File: config.mk
export PLATFORM = sky130hd
export DESIGN_NAME = perceptron_train_ctrl
export DESIGN_NICKNAME = d
export VERILOG_FILES = /design/src/rtl/perceptron_train_ctrl.sv
export SDC_FILE = /design/constraint.sdc
export NUM_CORES = 1
export LEC_CHECK = 0
export BUFFER_PORTS_ARGS = -buffer_cell sky130_fd_sc_hd__buf_2
export CAP_MARGIN = 0
export CORE_ASPECT_RATIO = 0.9
export CORE_MARGIN = 1.5
export CORE_UTILIZATION = 40
export CTS_CLUSTER_SIZE = 24
export DETAILED_ROUTE_END_ITERATION = 12
export PLACE_DENSITY = 0.69
export SYNTH_ARGS = -nofsm -noshare
export SYNTH_HDL_FRONTEND = slang
export SYNTH_SLANG_ARGS = --single-unit
export TNS_END_PERCENT = 10
File: constraint.sdc
create_clock -name clk -period 4.5 [get_ports clk]
set_clock_uncertainty 0.1 [all_clocks]
set_input_delay 1.35 -clock clk [delete_from_list [all_inputs] [get_ports clk]]
set_output_delay 1.35 -clock clk [all_outputs]
set_load 0.1 [all_outputs]
File: src/rtl/perceptron_train_ctrl.sv
// Perceptron training-loop sequencer: walks the samples, requests a MAC sum,
// applies the step activation and strobes a weight update on each error.
// Repeats epochs until an error-free epoch or the epoch limit is reached.
// Ports: clk, rst_n (async, active-low), start, abort, sample_idx, y_target,
//        mac_req/mac_ack/mac_sum (MAC handshake), upd_en/upd_sign (weight
//        update), busy, done, converged, epoch, err_count, timeout_err.
// Optional macro PTC_ACK_TIMEOUT_EN: abort a run if mac_ack does not arrive
// within ACK_TIMEOUT request cycles.
module perceptron_train_ctrl #(
    parameter int N_SAMPLES   = 3,
    parameter int SUM_W       = 16,
    parameter int MAX_EPOCHS  = 15,
    parameter int ACK_TIMEOUT = 16
) (
    input  logic                         clk,
    input  logic                         rst_n,
    input  logic                         start,
    input  logic                         abort,
    output logic [$clog2(N_SAMPLES)-1:0] sample_idx,
    input  logic                         y_target,
    output logic                         mac_req,
    input  logic                         mac_ack,
    input  logic [SUM_W-1:0]             mac_sum,
    output logic                         upd_en,
    output logic                         upd_sign,
    output logic                         busy,
    output logic                         done,
    output logic                         converged,
    output logic [7:0]                   epoch,
    output logic [7:0]                   err_count,
    output logic                         timeout_err
);

    localparam int IW = $clog2(N_SAMPLES);

    if (N_SAMPLES < 2 || MAX_EPOCHS < 1 || MAX_EPOCHS > 255 ||
        ACK_TIMEOUT < 1) begin : g_bad_cfg
        $error("perceptron_train_ctrl: illegal parameter set");
    end

    typedef enum logic [2:0] {
        S_IDLE,
        S_REQ,
        S_EVAL,
        S_UPDATE,
        S_NEXT,
        S_FINISH
    } state_t;

    state_t          state_q, state_d;
    logic [IW-1:0]   idx_q, idx_d;
    logic [7:0]      epoch_q, epoch_d;
    logic [7:0]      err_q, err_d;
    logic            conv_q, conv_d;
    logic            eflag_q, eflag_d;
    logic            act_q, act_d;
    logic            sum_pos;

    // Step activation: strictly positive signed sum.
    assign sum_pos = !mac_sum[SUM_W-1] && (mac_sum != '0);

`ifdef PTC_ACK_TIMEOUT_EN
    localparam int CW = $clog2(ACK_TIMEOUT + 1);
    logic [CW-1:0]   cnt_q, cnt_d;
    logic            tout_q, tout_d;
    logic            tout_hit;

    // Counts REQ cycles without ack; zero outside REQ so every entry restarts.
    assign tout_hit = (state_q == S_REQ) && !mac_ack &&
                      (cnt_q == CW'(ACK_TIMEOUT - 1));

    always_comb begin
        cnt_d = '0;
        if (state_q == S_REQ && !mac_ack) begin
            cnt_d = cnt_q + 1'b1;
        end
    end

    always_ff @(posedge clk or negedge rst_n) begin
        if (!rst_n) begin
            cnt_q  <= '0;
            tout_q <= 1'b0;
        end else begin
            cnt_q  <= cnt_d;
            tout_q <= tout_d;
        end
    end

    always_comb begin
        tout_d = tout_q;
        if (state_q == S_IDLE && start) begin
            tout_d = 1'b0;
        end else if (tout_hit && !abort) begin
            tout_d = 1'b1;
        end
    end

    assign timeout_err = tout_q;
`else
    assign timeout_err = 1'b0;
`endif

    always_comb begin
        state_d = state_q;
        idx_d   = idx_q;
        epoch_d = epoch_q;
        err_d   = err_q;
        conv_d  = conv_q;
        eflag_d = eflag_q;
        act_d   = act_q;

        if (abort && state_q != S_IDLE) begin
            state_d = S_IDLE;
        end else begin
            unique case (state_q)
                S_IDLE: begin
                    if (start) begin
                        state_d = S_REQ;
                        idx_d   = '0;
                        epoch_d = '0;
                        err_d   = '0;
                        conv_d  = 1'b0;
                        eflag_d = 1'b0;
                    end
                end
                S_REQ: begin
                    if (mac_ack) begin
                        act_d   = sum_pos;
                        state_d = S_EVAL;
                    end
`ifdef PTC_ACK_TIMEOUT_EN
                    else if (tout_hit) begin
                        conv_d  = 1'b0;
                        state_d = S_FINISH;
                    end
`endif
                end
                S_EVAL: begin
                    if (act_q == y_target) begin
                        state_d = S_NEXT;
                    end else begin
                        state_d = S_UPDATE;
                        eflag_d = 1'b1;
                        if (err_q != 8'hFF) begin
                            err_d = err_q + 8'd1;
                        end
                    end
                end
                S_UPDATE: begin
                    state_d = S_NEXT;
                end
                S_NEXT: begin
                    if (idx_q != IW'(N_SAMPLES - 1)) begin
                        idx_d   = idx_q + 1'b1;
                        state_d = S_REQ;
                    end else if (!eflag_q) begin
                        conv_d  = 1'b1;
                        state_d = S_FINISH;
                    end else if (epoch_q == 8'(MAX_EPOCHS - 1)) begin
                        conv_d  = 1'b0;
                        state_d = S_FINISH;
                    end else begin
                        epoch_d = epoch_q + 8'd1;
                        idx_d   = '0;
                        eflag_d = 1'b0;
                        state_d = S_REQ;
                    end
                end
                S_FINISH: begin
                    state_d = S_IDLE;
                end
                default: begin
                    state_d = S_IDLE;
                end
            endcase
        end
    end

    always_ff @(posedge clk or negedge rst_n) begin
        if (!rst_n) begin
            state_q <= S_IDLE;
            idx_q   <= '0;
            epoch_q <= '0;
            err_q   <= '0;
            conv_q  <= 1'b0;
            eflag_q <= 1'b0;
            act_q   <= 1'b0;
        end else begin
            state_q <= state_d;
            idx_q   <= idx_d;
            epoch_q <= epoch_d;
            err_q   <= err_d;
            conv_q  <= conv_d;
            eflag_q <= eflag_d;
            act_q   <= act_d;
        end
    end

    // Strobes decode straight from the state flop so reset drops them at once.
    assign mac_req    = (state_q == S_REQ);
    assign upd_en     = (state_q == S_UPDATE);
    assign upd_sign   = (state_q == S_UPDATE) && y_target;
    assign busy       = (state_q != S_IDLE);
    assign done       = (state_q == S_FINISH);
    assign sample_idx = idx_q;
    assign epoch      = epoch_q;
    assign err_count  = err_q;
    assign converged  = conv_q;

endmodule

# ---- Word-level counts from Yosys, hierarchy flattened
# Cells that the tools add are included.
dict set report totals {
  reg_bits 24
  out_inout_bits 25
  elab_cells 79
}
dict set report classes {
  addsub 3
  eq_ne 20
  n_mux 31
  n_bitwise 1
  reduce_logical 17
}
# operator n
set ops {}
lappend ops {{$mux W8} 6}
lappend ops {{$pmux W8 S2} 2}
lappend ops {{$mux W3} 7}
lappend ops {{$reduce_and A5 Y1} 4}
lappend ops {{$add A8 B1 Y8 const B} 2}
lappend ops {{$reduce_bool A16 Y1} 1}
lappend ops {{$pmux W3 S5} 1}
lappend ops {{$ne A2 B2 Y1 const B} 7}
lappend ops {{$ne A3 B3 Y1 const B} 4}
lappend ops {{$eq A8 B4 Y1 const B} 1}
lappend ops {{$mux W1} 8}
lappend ops {{$mux W2} 4}
lappend ops {{$ne A8 B8 Y1 const B} 1}
lappend ops {{$eq A3 B2 Y1 const B} 2}
lappend ops {{$eq A3 B3 Y1 const B} 2}
lappend ops {{$reduce_and A6 Y1} 1}
lappend ops {{$reduce_bool A3 Y1} 2}
lappend ops {{$pmux W2 S2} 1}
lappend ops {{$reduce_bool A2 Y1} 2}
lappend ops {{$eq A3 B1 Y1 const B} 1}
lappend ops {{$logic_and A1 B1 Y1} 3}
lappend ops {{$logic_not A3 Y1} 1}
lappend ops {{$ne A3 B1 Y1 const B} 1}
lappend ops {{$pmux W1 S3} 1}
lappend ops {{other kinds (7)} 7}

# ---- Logic depth before layout (Yosys ltp)
# Gate-level depths: netlist (run 1).
dict set report depth {
  depth_word 6
  depth_mapped 6
  depth_no_buf 6
}

# ---- Worst setup path after synthesis (run 1)
# OpenSTA, ideal clock, no wires.
dict set report synth_timing {
  path_type {reg2out}
  start {register state_q[0]}
  end {output port mac_req}
  arrival_ps 2981
  required_time_ps 3050
  slack_ps 69
  path_stages_with_launch 3
  n_path_buf 1
  path_cell_list {dfrtp_1 -> buf_2 -> nor3b_1}
}
dict set report synth_between {
  elab_chain_len 1
}
# item line_no
set synth_rtl {}
lappend synth_rtl {{from (decl)} 50} ;# state_t state_q, state_d;
lappend synth_rtl {{from (signal assigned)} 189} ;# state_q <= state_d;
lappend synth_rtl {{$eq A3 B1 Y1} 200} ;# assign mac_req = (state_q == S_REQ);
lappend synth_rtl {{to (decl)} 21} ;# output logic mac_req,
# No other way between the ends.

# ---- Final worst setup path (run 1)
dict set report layout_timing {
  start {input port y_target}
  end {output port upd_sign}
}
dict set report layout_between {
  elab_chain_len 1
}
# item line_no
set layout_rtl {}
lappend layout_rtl {{from (decl)} 20} ;# input logic y_target,
lappend layout_rtl {{$logic_and A1 B1 Y1} 202} ;# assign upd_sign = (state_q == S_UPDATE) && y_target;
lappend layout_rtl {{to (decl)} 25} ;# output logic upd_sign,
# No other way between the ends.

==> flow_summary.json, run 1 <==
{
  "ys_types": 57,
  "syn_area_per_cell_sq_um": 9.46,
  "antenna_found_initial": 0,
  "multi_input_area_sq_um": 966,
  "drtIter0Drc": 101,
  "cts_buffers": 3,
  "synthArstFlopShare_pct": 100,
  "endpoint_kind": "primary output",
  "synth_area_leader_cell": "dfrtp_1",
  "track_usage_pct": 17.8,
  "n_fill_cell": 359,
  "rsz0062_at_grt": "no",
  "synth_commonest_cells": "dfrtp_1 (24), nand2_1 (16), mux2i_1 (9)",
  "nets": 240,
  "r2r_slack_ns": 2.19,
  "wl_met3_um": 303,
  "worstHoldEndpoint": "converged",
  "rows": 21,
  "ir_drop_uv": 367,
  "r2r-end": "state_q[0]",
  "wl_met1_mm": 1.68,
  "ioPinCount": 47,
  "route.vias.total": 1531,
  "grt_max_degree": 25,
  "timing.rr.start": "state_q[2]",
  "cp_max_fo": 3,
  "tightest_slew_ns": 0.994,
  "fin_crit_ns": 3.47,
  "cts_sinks": 24,
  "hold_path_depth": 2,
  "drtPass1Iterations": 4,
  "syn-num-nets": 197,
  "instances_no_fill": 260,
  "synth_most_common_cell": "dfrtp_1",
  "finalHoldViolCount": 0,
  "dieArea_sq_um": 4460,
  "min-delay-start": "converged",
  "top_layer_used": "met4",
  "route.detailed.drc": 0,
  "die_y_um": 63.5,
  "cp_data_arrival_time_ns": 2.02,
  "yosysWarnings": 0,
  "p_per_area_nw_per_um2": 495,
  "grt_pass1_wl_mm": 6.51,
  "critPathKind": "in -> out",
  "slew_headroom_pct": 33.3,
  "cts_buffer_depth": 2,
  "hp-class": "reg -> reg",
  "r2r.worst_path.cells": 4,
  "drv_cap": 0,
  "initial_utilization_pct": 42.7,
  "port_buffers": 45,
  "synth_edf_count": 0,
  "setup_viol": 0,
  "seq_area_sq_um": 601,
  "synthFlopType": "dfrtp_1",
  "path_clk_slew_ns": 0.09,
  "synth_cells": 172,
  "fmax_mhz": 288,
  "fin_setup_tns_ns": 0,
  "dp_cells": 256,
  "clockRootBuffer": "clkbuf_8",
  "n_antenna_cell": 0,
  "globalplace.congestion": 0.794,
  "grt_pass1_vias": 1398,
  "ys_seq_elements": 24,
  "grt_overflow": 0,
  "antenna_left": 0,
  "required_ns": 3.05,
  "dieWidth_um": 70.2,
  "route.met2.wl_mm": 1.69,
  "dp_hpwl_mm": 2.67,
  "wl_per_cell_um": 14.2,
  "cts_hold_buf": 0,
  "drive_gt1_share_pct": 31.8,
  "ys_seq_area_share_pct": 36.9,
  "final_util_pct": 50.5,
  "h-tree-depth": 1,
  "ctsResizeCount": 0,
  "clk_latency_ns": 0.27,
  "postCtsSetupBuffers": 0,
  "maxSlewViolCount": 0,
  "wl_mm": 3.70,
  "syn_area_sq_um": 1630,
  "startpoint_type": "primary input",
  "syn2layout_area_growth_pct": 18.2,
  "period_share_pct": 77.2,
  "post_drt_via_cell_ratio": 5.89,
  "status": "finished, final reports clean",
  "core-area_sq_um": 3810,
  "cts_tree": "built",
  "power.leakage_nw": 0.910,
  "netlist_top_cells_area": "dfrtp_1 (37%), mux2i_1 (5.5%), nand2_1 (3.7%)",
  "synth_top_area_share_pct": 36.9
}
==> metrics by stage <==
stage	cell area, sq um	setup slack, ns	power, mW	hold WS, ns
detailed placement	1870	1.03	0.807	0.389
floorplan	1630	0.0693	0.728	0.404
finish	1920	1.03	0.952	0.407
global route	1920	1.01	1.02	0.449
global placement	1870	1.03	0.804	0.391
CTS	1920	1.03	0.959	0.409
==> where the power goes <==
| part | total, mW | switching, mW | internal (mW) |
|---|---|---|---|
| sequential | 0.302 | 0.0588 | 0.243 |
| combinational | 0.499 | 0.365 | 0.134 |
| clock | 0.150 | 0.0722 | 0.0782 |
| total | 0.952 | 0.496 | 0.456 |
==> layout make-up <==
class | instances | area share (%)
Multi-Input combinational cell | 136 | 50.2
Sequential cell | 24 | 31.2
Timing Repair Buffer | 45 | 11.7
Tap cell | 46 | 2.99
Clock buffer | 4 | 2.86
Inverter | 5 | 0.976
==> cells in the final DEF, fill, tap and decap left out, drive strengths merged, types with 2 or more instances in the layout <==
cell type / synthesis / routed
buf: 4 / 45
dfrtp: 24 / 24
nand2: 16 / 16
mux2i: 9 / 9
nand3: 9 / 9
a21oi: 8 / 8
nor2: 7 / 7
or2: 7 / 7
o21ai: 7 / 7
a211oi: 6 / 6
o31ai: 6 / 6
inv: 5 / 5
nor2b: 5 / 5
nand4: 4 / 4
clkbuf: 3 / 4
nor4: 4 / 4
and2: 3 / 3
and3: 3 / 3
nand4b: 3 / 3
ha: 3 / 3
or3: 3 / 3
nor3: 3 / 3
a31oi: 3 / 3
nand2b: 2 / 2
a21o: 2 / 2
and4: 2 / 2
nor4b: 2 / 2
o211ai: 2 / 2
==> worst max path at each step <==
stage	slack, ns	start	depth (start not counted)	to
floorplan	0.07	state_q[0]	2	mac_req
global placement	1.03	y_target	3	upd_sign
CTS	1.03	y_target	3	upd_sign
detailed placement	1.03	y_target	3	upd_sign
finish	1.03	y_target	3	upd_sign
global route	1.01	y_target	3	upd_sign
==> cell families (layout without fill, tap and decap cells) <==
logic type / Yosys count / count (layout) / synth area share [%]
AND/OR/NAND/NOR: 77 / 77 / 29.5
flip-flops: 24 / 24 / 36.9
buffers and inverters: 12 / 54 / 3.69
XOR/XNOR: 2 / 2 / 1.08
other: 1 / 1 / 0.231
AO/OA/AOI/OAI: 43 / 43 / 20.1
adder cells (fa/ha/maj): 3 / 3 / 2.31
multiplexers: 10 / 10 / 6.23
==> registers in the layout, summed over array words and instances, names as in the netlist <==
signal	cells
state_q	3
converged	1
eflag_q	1
sample_idx	2
epoch	8
act_q	1
err_count	8
==> layer usage <==
| layer | vias to the layer above | GRT usage, % |
|---|---|---|
| met5 | - | 0 |
| met1 | 716 | 25.1 |
| met3 | 4 | 4.80 |
| li1 | 733 | - |
| met4 | 0 | 4.33 |
| met2 | 78 | 27.3 |
==> critical path: stages <==
cell and delay, ns:
buf_2 0.11, and3_1 0.14, buf_2 0.42
No activity file was read; power rests on OpenSTA's default activity.
==> run 2: changes to the inputs <==
==> constraint.sdc (replaced) <==
create_clock -name clk -period 3.3 [get_ports clk]
set_clock_uncertainty 0.1 [all_clocks]
set_input_delay 0.99 -clock clk [delete_from_list [all_inputs] [get_ports clk]]
set_output_delay 0.99 -clock clk [all_outputs]
set_load 0.1 [all_outputs]
==> run 2 against run 1 <==
Compared with the run above:
- die area stayed put
- worst setup slack got worse by 0.65 ns
- power increased by 37%
- utilization grew 0.33 points
- sequential share of layout area down 0.20 points
- flip-flop and latch count unchanged
- clock power is 41% higher
- largest cell class unchanged
- highest routed layer unchanged
==> flow_summary.json, run 2 (synthesis results as in run 1) <==
{
  "status": "finished, final reports clean",
  "clk_latency_ns": 0.28,
  "cts_sinks": 24,
  "cp_max_fo": 18,
  "cp-startpoint": "state_q[2]",
  "drv_cap": 0,
  "rows": 21,
  "critPathTopFamily": "flip-flops",
  "drive_gt1_share_pct": 32.6,
  "grt_pass1_wl_mm": 5.97,
  "grt_overflow": 0,
  "grt_max_degree": 25,
  "antenna_left": 0,
  "post_drt_via_cell_ratio": 5.61,
  "placed_area_sq_um": 1880,
  "drtPass1Iterations": 4,
  "p_total_mw": 1.31,
  "ioPinCount": 47,
  "timing.rr.start": "state_q[2]",
  "cts_buffers": 3,
  "hold-worst-slack_ns": 0.411,
  "track_usage_pct": 16.4,
  "critPathKind": "reg -> out",
  "wl_per_cell_um": 13.6,
  "antenna_found_initial": 0,
  "use_met3_pct": 2.56,
  "clockRootBuffer": "clkbuf_8",
  "min-delay-start": "converged",
  "grt_pass1_vias": 1277,
  "layout_common_cells": "buf_2 (45), dfrtp_1 (24), nand2_1 (16), mux2i_1 (9), nand3_1 (8)",
  "dieWidth_um": 70.2,
  "endpoint_kind": "primary output",
  "route.vias.total": 1465,
  "power.leakage_nw": 0.918,
  "syn2layout_area_growth_pct": 19.0,
  "fin_setup_tns_ns": 0,
  "required_ns": 2.21,
  "finalHoldViolCount": 0,
  "dp_hpwl_mm": 2.59,
  "dieArea_sq_um": 4460,
  "wl_mm": 3.55,
  "initial_utilization_pct": 42.7,
  "postCtsSetupBuffers": 0,
  "fin_crit_ns": 2.92,
  "rsz0062_at_grt": "no",
  "final_area_sq_um": 1940,
  "core-area_sq_um": 3810,
  "h-tree-depth": 1,
  "port_buffers": 45,
  "period_share_pct": 88.5,
  "critPathBufInv": 1,
  "startpoint_type": "flop",
  "tightest_slew_ns": 0.567,
  "n_antenna_cell": 0,
  "n_fill_cell": 353,
  "nets": 241,
  "setup_viol": 0,
  "cts_hold_buf": 0,
  "ctsResizeCount": 0,
  "die_y_um": 63.5,
  "cp_data_arrival_time_ns": 1.83,
  "route.detailed.drc": 0,
  "slowest_delay_ns": 0.59,
  "final_util_pct": 50.8,
  "globalplace.congestion": 0.805,
  "met2_usage_pct": 25.6,
  "path_clk_slew_ns": 0.09,
  "drtIter0Drc": 109,
  "maxSlewViolCount": 0,
  "slew_headroom_pct": 62.0,
  "slowest_stage": "dfrtp_1",
  "busiest_layer": "met2",
  "use_met1_pct": 23.1,
  "ir_drop_uv": 539,
  "hp-class": "reg -> reg",
  "cts_buffer_depth": 2,
  "p_per_area_nw_per_um2": 675,
  "path_cells": "and2b_2 > and3_1 > buf_2",
  "fmax_mhz": 342,
  "layout_commonest_cell": "buf_2",
  "cts_tree": "built"
}
[run 2: path summary, 6_finish.rpt]
| path | end | slack [ns] | cells after the start |
|---|---|---|---|
| max | upd_sign | 0.38 | 3 |
| min | converged | 0.41 | 2 |
| min in group asynchronous | sample_idx[0] | 0.59 | 1 |
| min reg2reg | converged | 0.41 | 2 |
| max reg2reg | err_count[7] | 1.27 | 4 |
| max in group asynchronous | converged | 2.15 | 1 |
[run 2: report_power, final]
group          internal [mW]  switching [mW]  leakage, nW
clock                  0.107           0.104       0.0288
sequential             0.332          0.0786        0.330
combinational          0.192           0.494        0.560
[run 2: metal layers]
layer / vias up / share of wire (%)
li1: 735 / -
met5: - / 0
met1: 674 / 50
met3: 5 / 5.0
met2: 51 / 44
met4: 0 / 1.5
[run 2: final cells by class]
| class | count | area, sq um | area share (%) |
|---|---|---|---|
| timing repair buffer | 46 | 233 | 12.0 |
| multi-input combinational | 136 | 971 | 50.2 |
| clock buffer | 4 | 55.1 | 2.84 |
| tap | 46 | 57.6 | 2.97 |
| sequential | 24 | 601 | 31.0 |
| inverter | 5 | 18.8 | 0.970 |
[run 2: worst reg2reg max path: stages (launching register included)]
cell and delay [ns]:
dfrtp_1 0.59, nor4b_4 0.59, a31oi_4 0.13, nor4_2 0.34, mux2i_1 0.21
[run 2: stage by stage]
stage               instances  setup WS (ns)
finish                    261          0.380
global route              261          0.310
CTS                       261          0.387
detailed placement        257          0.549
global placement          257          0.551
floorplan                 172          0.303
==> run 3: changes to the inputs <==
==> constraint.sdc (replaced) <==
create_clock -name clk -period 3.3 [get_ports clk]
set_clock_uncertainty 0.1 [all_clocks]
set_input_delay 0.165 -clock clk [delete_from_list [all_inputs] [get_ports clk]]
set_output_delay 0.165 -clock clk [all_outputs]
set_load 0.1 [all_outputs]
==> run 3 against run 2 <==
Compared with the run above:
- combinational power grew 0.6%
- final cell count is the same
- critical endpoint is now state_q[0]
- worst hold slack got worse by 0.40 ns
- critical path depth increased by 1
- global-route usage rose by 1.1 points
==> flow_summary.json, run 3 (synthesis results as in run 1) <==
{
  "status": "finished, final reports clean",
  "wl_mm": 3.76,
  "slowest_stage": "o21ai_1",
  "ioPinCount": 47,
  "antenna_found_initial": 0,
  "drtPass1Iterations": 4,
  "p_int_mw": 0.680,
  "required_ns": 3.34,
  "grt_overflow": 0,
  "core-area_sq_um": 3810,
  "fin_crit_ns": 2.29,
  "route.vias.total": 1496,
  "layout_commonest_cell": "buf_2",
  "cp_data_arrival_time_ns": 2.32,
  "dieArea_sq_um": 4460,
  "critPathTopFamily": "compound AO/OA/AOI/OAI gates",
  "wl_per_cell_um": 14.4,
  "cp_max_fo": 18,
  "setup_viol": 0,
  "tightest_slew_ns": 0.959,
  "route.detailed.drc": 0,
  "dieWidth_um": 70.2,
  "ir_drop_uv": 491,
  "cts_sinks": 24,
  "cts_tree": "built",
  "antenna_left": 0,
  "path_clk_slew_ns": 0.08,
  "p_per_area_nw_per_um2": 698,
  "endpoint_kind": "flop",
  "power.leakage_nw": 0.924,
  "track_usage_pct": 17.5,
  "p_total_mw": 1.36,
  "nets": 241,
  "drive_gt1_share_pct": 32.1,
  "dp_hpwl_mm": 2.70,
  "p_clk_share_pct": 19.3,
  "fin_setup_tns_ns": 0,
  "initial_utilization_pct": 42.7,
  "period_share_pct": 69.3,
  "power_frac_comb_pct": 50.5,
  "grt_max_degree": 25,
  "slew_headroom_pct": 35.6,
  "n_antenna_cell": 0,
  "syn2layout_area_growth_pct": 20.2,
  "drv_cap": 0,
  "pwr-share-seq_pct": 30.2,
  "hp-class": "in -> reg",
  "rows": 21,
  "sw_frac_of_total_pct": 50.2,
  "grt_pass1_vias": 1348,
  "fmax_mhz": 437,
  "cts_buffers": 3,
  "ctsResizeCount": 0,
  "drtIter0Drc": 67,
  "finalHoldViolCount": 0,
  "power_switching_mw": 0.685,
  "layout_common_cells": "buf_2 (45), dfrtp_1 (24), nand2_1 (16), mux2i_1 (9), nand3_1 (8)",
  "clk_latency_ns": 0.27,
  "grt_pass1_wl_mm": 6.38,
  "dp_cells": 256,
  "critPathBufInv": 0,
  "clockRootBuffer": "clkbuf_8",
  "rsz0062_at_grt": "no",
  "path_cells": "nor2b_1 > o21ai_1 > o31a_1 > o32ai_1",
  "die_y_um": 63.5,
  "slowest_delay_ns": 0.79,
  "instances_no_fill": 261,
  "globalplace.congestion": 0.842,
  "maxSlewViolCount": 0,
  "startpoint_type": "flop",
  "critPathKind": "reg -> reg",
  "post_drt_via_cell_ratio": 5.73,
  "h-tree-depth": 1,
  "hold-worst-slack_ns": 0.0151,
  "cts_buffer_depth": 2,
  "postCtsSetupBuffers": 0,
  "port_buffers": 45
}
[run 3: cell count changes in the layout (fill, tap and decap cells not counted)]
cell	before	now
bufinv_16	0	1
clkbuf_8	4	3
dlygate4sd3_1	0	1
buf_4	1	0
[run 3: repair_timing]
item | CTS | global route
hold endpoints to repair | 24 | 0
hold buffers | 1 | 0
setup endpoints to repair | 0 | 0
[run 3: path summary, 6_finish.rpt]
check	from	to	slack [ns]	depth (start not counted)
min in group asynchronous	rst_n	epoch[2]	0.30	2
max in group asynchronous	rst_n	act_q	2.43	2
setup / recovery	state_q[2]	state_q[0]	1.01	4
setup reg to reg	state_q[2]	state_q[0]	1.01	4
hold reg to reg	converged	converged	0.42	2
hold / removal	mac_ack	state_q[0]	0.02	2
[run 3: final cells by class]
| cell class | instances | area [sq um] |
|---|---|---|
| Inverter | 5 | 18.8 |
| Multi-Input combinational cell | 136 | 971 |
| Clock inverter | 1 | 30.0 |
| Tap cell | 46 | 57.6 |
| Clock buffer | 3 | 41.3 |
| Timing Repair Buffer | 46 | 235 |
| Sequential cell | 24 | 601 |
| Fill cell | 365 | 1860 |
[run 3: metal layers]
| metal | routed length, um | vias up | track usage, % |
|---|---|---|---|
| li1 | - | 734 | - |
| met3 | 215 | 4 | 4.48 |
| met5 | 0 | - | 0 |
| met2 | 1680 | 57 | 27.4 |
| met1 | 1840 | 701 | 24.8 |
| met4 | 23 | 0 | 2.88 |
[run 3: per-stage QoR]
step / cell area (sq um) / util (%) / setup WS [ns]
5_1_grt: 1950 / 51.3 / 0.846
4_1_cts: 1950 / 51.3 / 1.04
3_3_place_gp: 1870 / 49.2 / 1.13
6_report: 1950 / 51.3 / 1.01
3_5_place_dp: 1870 / 49.2 / 1.05
2_1_floorplan: 1630 / - / 0.808
[run 3: power by group through the flow]
stage          logic (mW)  registers (mW)  clock network (mW)
2_1_floorplan       0.526           0.469                   0
3_3_place_gp        0.683           0.415                   0
3_5_place_dp        0.691           0.418                   0
4_1_cts             0.693           0.411               0.273
5_1_grt             0.740           0.425               0.282
6_report            0.690           0.412               0.263
[run 3: worst register-to-register path, cell delays in order (launching register included)]
cell	delay [ns]
dfrtp_1	0.70
nor2b_1	0.16
o21ai_1	0.79
o31a_1	0.31
o32ai_1	0.10
